`config.mk`:
```
export PLATFORM = sky130hd
export DESIGN_NAME = vrom_arbiter
export DESIGN_NICKNAME = d
export VERILOG_FILES = /design/src/rtl/vrom_arbiter.sv
export SDC_FILE = /design/constraint.sdc
export NUM_CORES = 1
export LEC_CHECK = 0
export ABC_AREA = 1
export CAP_MARGIN = 20
export CORE_AREA = 2 2 83 85
export CTS_BUF_LIST = sky130_fd_sc_hd__clkbuf_16
export CTS_CLUSTER_SIZE = 25
export DETAILED_ROUTE_END_ITERATION = 7
export DIE_AREA = 0 0 85 87
export PLACE_DENSITY_LB_ADDON = 0.1
export SYNTH_ARGS = -nofsm -noshare
export SYNTH_HDL_FRONTEND = slang
export SYNTH_SLANG_ARGS = --single-unit
```
`constraint.sdc`:
```
create_clock -name clk -period 1.25 [get_ports clk]
set_clock_uncertainty 0.15 [all_clocks]
set_input_delay 0.375 -clock clk [delete_from_list [all_inputs] [get_ports clk]]
set_output_delay 0.375 -clock clk [all_outputs]
set_load 0.02 [all_outputs]
```
`src/rtl/vrom_arbiter.sv`:
```
// vrom_arbiter: two-port read arbiter in front of a synchronous VROM.
// Port 0 (video fetch) has fixed priority over port 1. Every accepted read
// returns its data exactly three cycles after the grant cycle, tagged through
// a two-stage pipeline that records which port owns the word.
// Optional feature: define VROM_ARB_STARVE_EN to compile in a wait counter
// that forces a port-1 grant after MAX_WAIT consecutive denied cycles.
module vrom_arbiter #(
  parameter int ROM_WIDTH     = 12,
  parameter int ROM_ADDR_BITS = 20,
  parameter int MAX_WAIT      = 8
) (
  input  logic                     clk,
  input  logic                     rst_n,
  input  logic                     req0,
  input  logic [ROM_ADDR_BITS-1:0] addr0,
  output logic                     gnt0,
  output logic                     valid0,
  output logic [ROM_WIDTH-1:0]     data0,
  input  logic                     req1,
  input  logic [ROM_ADDR_BITS-1:0] addr1,
  output logic                     gnt1,
  output logic                     valid1,
  output logic [ROM_WIDTH-1:0]     data1,
  output logic [ROM_ADDR_BITS-1:0] rom_addr,
  input  logic [ROM_WIDTH-1:0]     rom_data
);

  // Tag pipeline: vld marks an accepted read, port is 1 when port 1 owns it.
  logic vld_p1;
  logic port_p1;
  logic vld_p2;
  logic port_p2;

`ifdef VROM_ARB_STARVE_EN
  logic [3:0] wait_cnt;
  logic       force1;

  assign force1 = req1 && (wait_cnt == 4'(MAX_WAIT));

  // Stage p0: grant decision, with a forced port-1 slot once it has waited long enough.
  always_comb begin
    gnt0 = 1'b0;
    gnt1 = 1'b0;
    if (rst_n) begin
      if (force1) begin
        gnt1 = 1'b1;
      end else if (req0) begin
        gnt0 = 1'b1;
      end else if (req1) begin
        gnt1 = 1'b1;
      end
    end
  end

  // Count consecutive cycles port 1 is requesting but denied.
  always_ff @(posedge clk or negedge rst_n) begin
    if (!rst_n) begin
      wait_cnt <= 4'd0;
    end else if (req1 && !gnt1) begin
      wait_cnt <= wait_cnt + 4'd1;
    end else begin
      wait_cnt <= 4'd0;
    end
  end
`else
  // Stage p0: plain fixed-priority grant, port 1 only when port 0 is idle.
  always_comb begin
    gnt0 = 1'b0;
    gnt1 = 1'b0;
    if (rst_n) begin
      if (req0) begin
        gnt0 = 1'b1;
      end else if (req1) begin
        gnt1 = 1'b1;
      end
    end
  end
`endif

  // Stage p1: drive the granted address to the ROM; hold it when idle.
  always_ff @(posedge clk or negedge rst_n) begin
    if (!rst_n) begin
      rom_addr <= '0;
    end else if (gnt0) begin
      rom_addr <= addr0;
    end else if (gnt1) begin
      rom_addr <= addr1;
    end
  end

  // Stages p1/p2 and output: shift the read tag alongside the ROM access.
  always_ff @(posedge clk or negedge rst_n) begin
    if (!rst_n) begin
      vld_p1  <= 1'b0;
      port_p1 <= 1'b0;
      vld_p2  <= 1'b0;
      port_p2 <= 1'b0;
      valid0  <= 1'b0;
      valid1  <= 1'b0;
    end else begin
      vld_p1  <= gnt0 || gnt1;
      port_p1 <= gnt1;
      vld_p2  <= vld_p1;
      port_p2 <= port_p1;
      valid0  <= vld_p2 && !port_p2;
      valid1  <= vld_p2 && port_p2;
    end
  end

  // Output stage: capture ROM data into the owning port; hold otherwise.
  always_ff @(posedge clk or negedge rst_n) begin
    if (!rst_n) begin
      data0 <= '0;
      data1 <= '0;
    end else if (vld_p2) begin
      if (port_p2) begin
        data1 <= rom_data;
      end else begin
        data0 <= rom_data;
      end
    end
  end

endmodule

```
==> results.rst <==
.. list-table::
   :header-rows: 1

   * - Metric
     - Value
   * - Final weighted congestion in routability-driven placement
     - 0.746
   * - First-pass detailed-route iteration total
     - 4
   * - Register cell area after layout
     - 0.00125 mm²
   * - Routed length per instance
     - 12.3 µm
   * - CTS max path bufs
     - 2
   * - Count of pins over their slew limit
     - 0
   * - Hold/Removal Path Class
     - in -> async
   * - Number of warnings issued by yosys
     - 0
   * - Finished Core Util
     - 57.7%
   * - Antenna diode count
     - 0
   * - Vias in the first global route
     - 2047
   * - Setup slack after layout
     - -0.106 ns
   * - Switch Pwr
     - 1.49 mW
   * - Number of nets at the end of the flow
     - 437
   * - Master cell of the clock root buffer
     - sky130_fd_sc_hd__clkbuf_16
   * - Internal cell power
     - 3.71 mW
   * - Violated checks
     - negative setup slack
   * - Run status
     - finished, violations left
   * - Max-capacitance violation count
     - 0
   * - Fraction of the cycle the final worst path needs
     - 109%
   * - Row Count
     - 30
   * - Fraction of the yosys area taken by sequential cells
     - 56.9%
   * - Number of buffers created by CTS
     - 5
   * - Via count
     - 2061
   * - Relative contribution of combinational cells to total power
     - 32.0%
   * - Largest fanout of any net on the critical path
     - 2
   * - Cell Chain, Critical Path
     - buf_6
   * - Number of storage elements in the synthesis netlist
     - 50
   * - Setup repair after global routing missed its margin
     - yes
   * - Number of buffer cells added on primary ports
     - 103
   * - Count of different cell masters after synthesis
     - 14
   * - Maximum level of the CTS H-tree
     - 2
   * - Violation count after the first detailed-route iteration
     - 62
   * - Maximum number of pins on one net before global-route repair
     - 42
   * - Category of the worst setup path capture point
     - output pin
   * - Portion of total power attributed to sequential cells
     - 39.4%
   * - Number of I/O pins
     - 104
   * - Layout-stage area growth over the synthesis result
     - 72.5%
   * - Syn Inst Count
     - 255
   * - Worst supply voltage drop on vdd
     - 0.764 mV
   * - Worst slew margin relative to its limit
     - 71.8%
   * - Antenna violations before repair
     - 0
   * - Slowest-stage cell, CP
     - sky130_fd_sc_hd__dfrtp_1
   * - Buffer and inverter count on the worst path
     - 1
   * - Clock tree from TritonCTS
     - done
   * - Transition at the pin with the smallest max-transition slack
     - 0.423 ns
   * - Cell area after layout
     - 0.00379 mm²
   * - Clock edge transition at the registers on the reported setup and hold paths
     - 0.06 ns
   * - Setup tns final
     - -3.83 ns
   * - Core Region
     - 0.00657 mm²
   * - Height of the die
     - 87 µm
   * - Top achievable clock speed
     - 0.737 GHz
   * - Post-Place Cell Area
     - 0.00338 mm²
   * - Layout filler cell count
     - 620
   * - Critical path class
     - reg -> out
   * - GRT overflow
     - 0
   * - Detailed-placement wirelength estimate
     - 3.80 mm
   * - Total setup violations reported at the end of the flow
     - 47
   * - Switching share of power
     - 28.6%
   * - Multi-input gate area in the final layout
     - 808 µm²
   * - Type of element launching the critical path
     - flip-flop
   * - Critical Path RT
     - 0.73 ns
   * - DRC viols
     - 0
   * - Net Count, Synth
     - 311
   * - Top delay family on crit path
     - flip-flops
   * - Detail Route Antenna Nets
     - 0
   * - Max incr delay on CP
     - 0.41 ns
   * - Clock sink count
     - 50
   * - Layout cell share with drive strength beyond 1
     - 27.0%
   * - Min Hold Slack
     - 0.0442 ns
   * - Total power per unit cell area
     - 1370 mW/mm²
   * - Mean cell area of the mapped netlist
     - 8.62 µm²
   * - Final hold violation count
     - 0
   * - Clk_lat worst skew
     - 0.28 ns
   * - Clock share of power
     - 28.6%
   * - Min Tclk post-route
     - 1.36 ns
   * - Total track usage
     - 15.8%
   * - Width of the chip
     - 85 µm
   * - Post-detailed-routing wire length
     - 5.66 mm
   * - Arrival time at the worst endpoint
     - 0.83 ns
   * - Post-Synthesis Cell Area
     - 0.00220 mm²
   * - Floorplan die area
     - 0.00740 mm²
   * - Global-route wire length before repair
     - 9.29 mm
   * - Per-cell via count in the routed design
     - 4.46
   * - Overall Power
     - 5.20 mW
   * - Starting Density
     - 33.5%
   * - Static power due to leakage
     - 1.95 nW
-- power groups by stage --
stage	Combinational (mW)	Sequential, mW	Clock, mW
after global placement	1.50	2.02	0
after floorplan	0.363	2.33	0
after CTS	1.60	2.05	1.54
after global routing	1.81	2.08	1.62
after detailed placement	1.51	2.03	0
final	1.66	2.05	1.49
-- cells in the mapped netlist (all sizes together) --
cell	number	share of area, %
dfrtp	50	57
buf	16	4.7
nor2	1	0.17
nand3	41	12
nand2	106	18
inv	17	2.9
o21ai	24	5.5
-- final timing paths --
path,from,to,slack (ns),depth (start not counted)
setup / recovery,rom_addr[19],rom_addr[19],-0.11,1
hold / removal,rst_n,rom_addr[16],0.04,3
setup reg to reg,port_p2,data0[7],0.18,5
hold reg to reg,port_p1,port_p2,0.19,0
max in group asynchronous,rst_n,rom_addr[3],0.36,4
min in group clk,req0,port_p1,0.12,2
-- sequential cells by signal (all words and copies together), names as in the netlist --
register  count
valid0        1
valid1        1
port_p1       1
vld_p1        1
data1        12
data0        12
port_p2       1
vld_p2        1
rom_addr     20
-- cell type report --
cell class	count	share of cell area [%]
clock buffer	5	3.30
clock inverter	3	1.09
inverter	17	1.75
multi-input combinational	172	21.3
sequential	50	33.0
tap	80	2.64
timing repair buffer	135	36.9
-- worst min-delay path: stages --
cell and delay, ns:
sky130_fd_sc_hd__buf_12 0.09, sky130_fd_sc_hd__buf_4 0.12, sky130_fd_sc_hd__buf_6 0.27
-- cells by family (layout without fill, tap and decap cells) --
family	after synthesis	count (layout)	share of synthesized area (%)
AOI/OAI and AO/OA	24	24	5.46
buffers and inverters	33	160	7.63
and+or+nand+nor	148	148	30.0
DFF	50	50	56.9
-- repair_timing --
action	CTS	global route
hold buffers	1	0
setup endpoints to repair	69	67
gates cloned	0	0
endpoints found under the hold margin	2	0
setup buffers	5	10
pin swaps	2	1
gates resized for setup	305	7
-- cells in the final DEF (no fill, tap or decap), drive strengths merged --
master         netlist  routed
clkdlybuf4s50        0      52
nand3               41      41
o21ai               24      24
nor2                 1       1
clkinvlp             0       1
inv                 17      18
bufinv               0       1
clkbuf               0       5
dlygate4sd3          0       1
dfrtp               50      50
buf                 16      82
nand2              106     106
-- per-stage QoR --
stage	setup WS, ns	instances
after floorplan	0.00571	255
after global placement	-1.00	438
after detailed placement	-1.01	438
after CTS	-0.120	452
after global routing	-0.135	462
final	-0.106	462
-- metal layers --
layer	part of all wire, %	vias up	track usage (%)
li1	-	1056	-
met1	42	926	19.1
met2	50	72	27.3
met3	6.9	7	4.74
met4	1.5	0	4.91
met5	0	-	0
Note: power is estimated with default switching activity, not from simulation.
